**src/rtl/page_table_walker_pkg.sv**
```systemverilog
// Shared types for the page table walker: FSM state and port encodings,
// default geometry, and the two-requester round-robin pick.
package page_table_walker_pkg;

    typedef enum logic [1:0] {
        PTW_IDLE = 2'd0,
        PTW_WALK = 2'd1,
        PTW_RESP = 2'd2
    } ptw_state_e;

    typedef enum logic {
        PTW_PORT_I = 1'b0,
        PTW_PORT_D = 1'b1
    } ptw_port_e;

    localparam int unsigned PTW_PAGE_WIDTH  = 20;
    localparam int unsigned PTW_WALK_DELAY  = 3;
    localparam int unsigned PTW_DELAY_WIDTH = 2;
    localparam int unsigned PTW_CNT_WIDTH   = 32;

    // Returns {grant_d, grant_i}; a sole requester always wins, a tie goes to prio.
    function automatic logic [1:0] ptw_rr_pick(input logic req_i, input logic req_d,
                                               input ptw_port_e prio);
        logic [1:0] pick;
        pick = 2'b00;
        if (req_i && req_d) begin
            if (prio == PTW_PORT_D) begin
                pick = 2'b10;
            end else begin
                pick = 2'b01;
            end
        end else begin
            pick = {req_d, req_i};
        end
        return pick;
    endfunction

endpackage

```
**src/rtl/page_table_walker_rr_arbiter.sv**
```systemverilog
// Round-robin arbiter between the ITLB and DTLB miss ports. Grants are
// combinational and one-hot; a grant is also the handshake.
module ptw_rr_arbiter
    import page_table_walker_pkg::*;
(
    input  logic clk,
    input  logic rst_n,
    input  logic enable,
    input  logic req_i,
    input  logic req_d,
    output logic grant_i,
    output logic grant_d
);

    ptw_port_e  prio_r;
    logic [1:0] pick_s;

    // Grant selection, gated by enable
    always_comb begin
        pick_s = ptw_rr_pick(req_i, req_d, prio_r);
        if (enable) begin
            grant_i = pick_s[0];
            grant_d = pick_s[1];
        end else begin
            grant_i = 1'b0;
            grant_d = 1'b0;
        end
    end

    // Priority moves to the port that was not just granted
    always_ff @(posedge clk or negedge rst_n) begin
        if (!rst_n) begin
            prio_r <= PTW_PORT_I;
        end else if (grant_d) begin
            prio_r <= PTW_PORT_I;
        end else if (grant_i) begin
            prio_r <= PTW_PORT_D;
        end else begin
            prio_r <= prio_r;
        end
    end

endmodule

```
**src/rtl/page_table_walker.sv**
```systemverilog
// Shared TLB refill responder: accepts one ITLB/DTLB miss at a time, waits
// WALK_DELAY cycles, then returns ppage = vpage + 1 (fault on vpage 0).
module page_table_walker
    import page_table_walker_pkg::*;
#(
    parameter int unsigned PAGE_WIDTH  = PTW_PAGE_WIDTH,
    parameter int unsigned WALK_DELAY  = PTW_WALK_DELAY,
    parameter int unsigned DELAY_WIDTH = PTW_DELAY_WIDTH,
    parameter int unsigned CNT_WIDTH   = PTW_CNT_WIDTH
) (
    input  logic                  clk,
    input  logic                  rst_n,
    input  logic                  i_req_valid,
    input  logic [PAGE_WIDTH-1:0] i_req_vpage,
    output logic                  i_req_ready,
    input  logic                  d_req_valid,
    input  logic [PAGE_WIDTH-1:0] d_req_vpage,
    output logic                  d_req_ready,
    input  logic                  flush,
    output logic                  i_resp_valid,
    output logic                  d_resp_valid,
    output logic [PAGE_WIDTH-1:0] resp_vpage,
    output logic [PAGE_WIDTH-1:0] resp_ppage,
    output logic                  resp_fault,
    output logic [CNT_WIDTH-1:0]  walks_done,
    output logic [CNT_WIDTH-1:0]  faults_seen
);

    localparam logic [DELAY_WIDTH-1:0] DELAY_INIT = DELAY_WIDTH'(WALK_DELAY - 1);
    localparam logic [DELAY_WIDTH-1:0] DELAY_ZERO = {DELAY_WIDTH{1'b0}};
    localparam logic [PAGE_WIDTH-1:0]  PAGE_ZERO  = {PAGE_WIDTH{1'b0}};
    localparam logic [PAGE_WIDTH-1:0]  PAGE_ONE   = {{(PAGE_WIDTH-1){1'b0}}, 1'b1};
    localparam logic [CNT_WIDTH-1:0]   CNT_ONE    = {{(CNT_WIDTH-1){1'b0}}, 1'b1};

    function automatic logic [PAGE_WIDTH-1:0] next_page(input logic [PAGE_WIDTH-1:0] vp);
        return vp + PAGE_ONE;
    endfunction

    ptw_state_e             state_r;
    ptw_state_e             state_nxt_s;
    ptw_port_e              port_r;
    logic [PAGE_WIDTH-1:0]  vpage_r;
    logic [DELAY_WIDTH-1:0] cnt_r;
    logic                   arb_enable_s;
    logic                   grant_i_s;
    logic                   grant_d_s;
    logic                   accept_s;
    logic                   own_valid_s;
    logic [PAGE_WIDTH-1:0]  own_vpage_s;
    logic                   walk_abort_s;
    logic                   enter_resp_s;
    logic                   i_resp_valid_r;
    logic                   d_resp_valid_r;
    logic [PAGE_WIDTH-1:0]  resp_vpage_r;
    logic [PAGE_WIDTH-1:0]  resp_ppage_r;
    logic                   resp_fault_r;
    logic [CNT_WIDTH-1:0]   walks_done_r;
    logic [CNT_WIDTH-1:0]   faults_seen_r;

    assign arb_enable_s = (state_r == PTW_IDLE) & ~flush;

    ptw_rr_arbiter u_arb (
        .clk     (clk),
        .rst_n   (rst_n),
        .enable  (arb_enable_s),
        .req_i   (i_req_valid),
        .req_d   (d_req_valid),
        .grant_i (grant_i_s),
        .grant_d (grant_d_s)
    );

    assign accept_s    = grant_i_s | grant_d_s;
    assign i_req_ready = grant_i_s;
    assign d_req_ready = grant_d_s;

    // Live request of the port that owns the walk, watched for withdrawal
    always_comb begin
        if (port_r == PTW_PORT_D) begin
            own_valid_s = d_req_valid;
            own_vpage_s = d_req_vpage;
        end else begin
            own_valid_s = i_req_valid;
            own_vpage_s = i_req_vpage;
        end
    end

    assign walk_abort_s = flush | ~own_valid_s | (own_vpage_s != vpage_r);

    // Next-state logic; an abort wins over a finishing countdown
    always_comb begin
        state_nxt_s  = state_r;
        enter_resp_s = 1'b0;
        case (state_r)
            PTW_IDLE: begin
                if (accept_s) begin
                    state_nxt_s = PTW_WALK;
                end else begin
                    state_nxt_s = PTW_IDLE;
                end
            end
            PTW_WALK: begin
                if (walk_abort_s) begin
                    state_nxt_s = PTW_IDLE;
                end else if (cnt_r == DELAY_ZERO) begin
                    state_nxt_s  = PTW_RESP;
                    enter_resp_s = 1'b1;
                end else begin
                    state_nxt_s = PTW_WALK;
                end
            end
            PTW_RESP: begin
                state_nxt_s = PTW_IDLE;
            end
            default: begin
                state_nxt_s = PTW_IDLE;
            end
        endcase
    end

    // State, latched request and walk countdown
    always_ff @(posedge clk or negedge rst_n) begin
        if (!rst_n) begin
            state_r <= PTW_IDLE;
            port_r  <= PTW_PORT_I;
            vpage_r <= PAGE_ZERO;
            cnt_r   <= DELAY_ZERO;
        end else begin
            state_r <= state_nxt_s;
            if (accept_s) begin
                port_r  <= grant_d_s ? PTW_PORT_D : PTW_PORT_I;
                vpage_r <= grant_d_s ? d_req_vpage : i_req_vpage;
                cnt_r   <= DELAY_INIT;
            end else if ((state_r == PTW_WALK) && (cnt_r != DELAY_ZERO)) begin
                cnt_r <= cnt_r - {{(DELAY_WIDTH-1){1'b0}}, 1'b1};
            end else begin
                cnt_r <= cnt_r;
            end
        end
    end

    // Response registers: loaded on entry to RESP, pulses last exactly one cycle
    always_ff @(posedge clk or negedge rst_n) begin
        if (!rst_n) begin
            i_resp_valid_r <= 1'b0;
            d_resp_valid_r <= 1'b0;
            resp_vpage_r   <= PAGE_ZERO;
            resp_ppage_r   <= PAGE_ZERO;
            resp_fault_r   <= 1'b0;
        end else begin
            i_resp_valid_r <= enter_resp_s & (port_r == PTW_PORT_I);
            d_resp_valid_r <= enter_resp_s & (port_r == PTW_PORT_D);
            if (enter_resp_s) begin
                resp_vpage_r <= vpage_r;
                resp_ppage_r <= next_page(vpage_r);
                resp_fault_r <= (vpage_r == PAGE_ZERO);
            end else begin
                resp_vpage_r <= resp_vpage_r;
                resp_ppage_r <= resp_ppage_r;
                resp_fault_r <= resp_fault_r;
            end
        end
    end

    // Statistics, counted while the response is presented
    always_ff @(posedge clk or negedge rst_n) begin
        if (!rst_n) begin
            walks_done_r  <= {CNT_WIDTH{1'b0}};
            faults_seen_r <= {CNT_WIDTH{1'b0}};
        end else if (state_r == PTW_RESP) begin
            walks_done_r  <= walks_done_r + CNT_ONE;
            faults_seen_r <= resp_fault_r ? (faults_seen_r + CNT_ONE) : faults_seen_r;
        end else begin
            walks_done_r  <= walks_done_r;
            faults_seen_r <= faults_seen_r;
        end
    end

    assign i_resp_valid = i_resp_valid_r;
    assign d_resp_valid = d_resp_valid_r;
    assign resp_vpage   = resp_vpage_r;
    assign resp_ppage   = resp_ppage_r;
    assign resp_fault   = resp_fault_r;
    assign walks_done   = walks_done_r;
    assign faults_seen  = faults_seen_r;

endmodule

```
**config.mk**
```make
export PLATFORM = sky130hd
export DESIGN_NAME = page_table_walker
export DESIGN_NICKNAME = d
export VERILOG_FILES = /design/src/rtl/page_table_walker_pkg.sv /design/src/rtl/page_table_walker_rr_arbiter.sv /design/src/rtl/page_table_walker.sv
export SDC_FILE = /design/constraint.sdc
export NUM_CORES = 1
export LEC_CHECK = 0
export CAP_MARGIN = 10
export CELL_PAD_IN_SITES_DETAIL_PLACEMENT = 1
export CELL_PAD_IN_SITES_GLOBAL_PLACEMENT = 1
export CORE_MARGIN = 1.5
export CORE_UTILIZATION = 43
export DETAILED_ROUTE_END_ITERATION = 12
export GPL_ROUTABILITY_DRIVEN = 0
export GPL_TIMING_DRIVEN = 1
export PLACE_DENSITY_LB_ADDON = 0.12
export SLEW_MARGIN = 10
export SYNTH_ARGS = -nofsm -noshare
export SYNTH_HDL_FRONTEND = slang
export SYNTH_HIERARCHICAL = 1
export SYNTH_SLANG_ARGS = --single-unit
```
**constraint.sdc**
```tcl
create_clock -name clk -period 5.3 [get_ports clk]
set_clock_uncertainty 0.2 [all_clocks]
set_input_delay 0.53 -clock clk [delete_from_list [all_inputs] [get_ports clk]]
set_output_delay 0.53 -clock clk [all_outputs]
set_load 0.01 [all_outputs]
```
==> summary.txt <==
Run status
  – Outcome: finished, final reports clean

STA
  – Slew at the pin with the worst max-slew slack: slightly below 900 ps
  – Worst setup margin: approximately 1100 ps
  – Highest clock rate: about 240 MHz
  – Final hold violations: 0
  – Setup TNS: 0 ps
  – Final Critical Period: 4174 ps
  – Slew HR: 0.4035
  – RSZ-0062 raised after global routing: no
  – Final Setup Violations: 0
  – Max-slew violations: 0
  – Period utilization: 0.7875

Routing
  – Drt first-iter violations: 230
  – DRC: 0
  – Router iterations before antenna repair: 4
  – Vias per cell: 5.324
  – Detailed-route via count: between 4000 and 5000
  – Wire per inst: ~19 um
  – Antenna viol nets, final: 0
  – Routed wire length: around 17000 um

Clocking
  – Clock sinks: 133
  – Worst-path clk slew: ~60 ps
  – CTS tree: yes
  – Root buffer cell: clkbuf_16
  – Number of H-tree levels: 4
  – CTS buffer count: 17
  – Clk_lat worst skew: approximately 420 ps
  – CTS Buffer Depth: 2

Worst hold path
  – Hold path cells: 1
  – Hold endpoint: walks_done[31]
  – Hold path startpoint: walks_done[31]
  – HP Class: reg -> reg

Placed design
  – IO Port Bufs: between 150 and 200
  – Post-Place Worst Slack: around 1100 ps
  – Dpl hpwl: roughly 13000 um
  – Placed Cells: roughly 900

Logic synthesis
  – Area share of fa/ha/maj cells after synthesis: 0.009358
  – Avg Inst Size Synth: between 10 and 15 sq um
  – Ranking of synthesized cells by area: dfrtp_1, mux2_4, xnor2_1
  – Synth top area share: 0.4978
  – Area share of xor/xnor cells in the synthesized design: 0.1258
  – Synth top cells by count: dfrtp_1, xnor2_1, nand2_1, mux2_4, mux2i_1
  – Mapped cell area: between 0.006 and 0.007 sq mm
  – Post-Synth Simple-Gate Area: 0.1473
  – Async SR Flop Fraction: 1.000
  – Multiplexer share of the synthesized area: 0.1548
  – Cells after Synth: around 580
  – Largest family of logic cells by synthesized area: multiplexers
  – Number of flops mapped to enable cells by yosys: 0
  – Dominant cell type by area after synthesis: dfrtp_1
  – Synth Area in Compound Gates: 0.02733
  – Top_reg_cell synth: dfrtp_1
  – Post-synthesis sequential area ratio: 0.4978
  – Syn_nets: between 600 and 700
  – Synthesized flop and latch total: around 130
  – Distinct cell type count after synthesis: 41
  – Count leader, synth: dfrtp_1
  – Synth Warn #: 6

Finish
  – Fill cell count: approximately 1600
  – Proportion of layout cells with a drive suffix above 1: 0.1159
  – # diodes: 0
  – Post-Route Utilization: 0.5868
  – Area delta synth->final: 33.45%
  – Final non-filler cell total: a little over 900
  – Final Net Count: 779

Power and ir drop
  – Combinational cell fraction of total power: 0.158
  – Clk pwr share: 0.409
  – Sw frac: 0.2897
  – Pint: roughly 2100 uW
  – Leakage power: 0.004067 uW
  – Net Switching: approximately 850 uW
  – Worst IR Drop VDD: 0.2480 mV
  – Flop pwr share: 0.434
  – Power Dens Cells: ~330 mW/mm^2

Setup path
  – Setup crit start kind: flop
  – Crit. End Element: flop
  – FF-to-FF path depth: 8
  – CP Max Fanout: 40
  – Reg2reg setup slack: between 1000 and 1500 ps
  – RR Startpoint: port_r
  – FF-to-FF End: resp_vpage[9]
  – CP required: 5400 ps
  – Type of the worst setup path: reg -> reg
  – Critical path arrival: 4270 ps

Global route
  – Vias in the first global route: 5329
  – Largest net degree at the start of global routing: 80
  – GRT overflow: 0
  – Gr usage total: 0.2250
  – First-pass GRT wire length: roughly 28000 um
  – Antenna violations before repair: 0

Die
  – Row count: 45
  – Initial core utilization: 0.4398
  – I/O pin count: around 150
  – Die H: roughly 130 um
  – Full die area: 0.01630 sq mm
  – Die width: roughly 130 um
  – Core Area: ~0.015 sq mm

Run
  – Reported max-cap violation count: 0
==> flip-flops by register name (all words and copies together) (netlist names) <==
| signal | flops |
|---|---|
| cnt_r | 2 |
| d_resp_valid | 1 |
| faults_seen | 32 |
| i_resp_valid | 1 |
| port_r | 1 |
| resp_fault | 1 |
| resp_ppage | 20 |
| resp_vpage | 20 |
| state_r | 2 |
| u_arb/prio_r | 1 |
| vpage_r | 20 |
| walks_done | 32 |
==> per-stage QoR <==
step | hold WS, ps | power, uW | instance area, sq um
3_5_place_dp | 265.0 | 1755 | 8300
5_1_grt | 301.8 | 3080 | 8921
2_1_floorplan | 34.41 | 1582 | 6685
6_report | 269.8 | 2946 | 8921
4_1_cts | 272.6 | 2979 | 8921
3_3_place_gp | 255.1 | 1733 | 8300
==> final cells by class <==
| type | count | area (sq um) | area share |
|---|---|---|---|
| clock buffer | 20 | 456.7 | 0.05119 |
| clock inverter | 12 | 153.9 | 0.01725 |
| inverter | 12 | 45.04 | 0.005049 |
| multi-input combinational | 406 | 3122 | 0.3499 |
| sequential | 133 | 3328 | 0.3731 |
| tap | 188 | 235.2 | 0.02637 |
| timing repair buffer | 159 | 1580 | 0.1771 |
==> power by group through the flow <==
stage               sequential (uW)  clock, uW  combinational (uW)
finish                         1280       1200                 464
global route                   1290       1270                 519
CTS                            1270       1230                 472
detailed placement             1290          0                 464
global placement               1290          0                 445
floorplan                      1140          0                 437
==> what timing repair did <==
action	4_1_cts	5_1_grt
hold buffers	1	0
hold endpoints to repair	74	0
setup endpoints to repair	0	0
buffers inserted	0	0
gates resized for setup	0	0
==> critical path, cell delays in order (launching register included) <==
cell and delay, ps:
dfrtp_1 930, buf_4 340, mux2i_1 260, a2bb2oi_1 190, nand4_1 160, or4_1 570, or4_2 610, buf_4 360
mux2_4 400
==> cell usage in the layout, fill, tap and decap left out, types with 5 or more instances in the layout <==
cell type,netlist,routed
mux2i_1,40,40
and4_1,11,11
and3_1,15,15
mux2_4,40,40
nand4_1,16,16
o21ai_0,20,20
dfrtp_1,133,133
nand2_1,57,57
buf_4,0,5
xnor2_1,62,62
nor4_1,7,7
nand3_1,29,29
inv_1,12,12
clkdlybuf4s50_1,0,152
xor2_1,34,34
nor2_1,28,28
nor3_1,7,7
ha_1,5,5
clkbuf_16,0,17
==> per-layer routing <==
layer | wire, um | track usage | up-vias
met3 | 761 | 0.04633 | 13
met2 | 8830 | 0.3847 | 136
met1 | 7709 | 0.2914 | 2503
met4 | 191 | 0.06213 | 0
met5 | 0 | 0 | -
li1 | - | - | 2299
==> how the worst max path moves through the flow <==
stage / end / start / depth (start not counted) / slack (ps)
finish: resp_vpage[9] / port_r / 8 / 1130
CTS: resp_vpage[9] / port_r / 8 / 1130
global route: resp_vpage[9] / port_r / 8 / 970
detailed placement: resp_vpage[9] / port_r / 8 / 1150
floorplan: resp_ppage[0] / d_req_valid / 8 / 2280
global placement: resp_ppage[8] / port_r / 8 / 1280
==> logic make-up after synthesis <==
family,Yosys count
adder cells (fa/ha/maj),5
buffers and inverters,42
XOR/XNOR,96
flip-flops,133
AND/OR/NAND/NOR,191
multiplexers,83
AO/OA/AOI/OAI,31
Power figures use the tool's default switching activity.
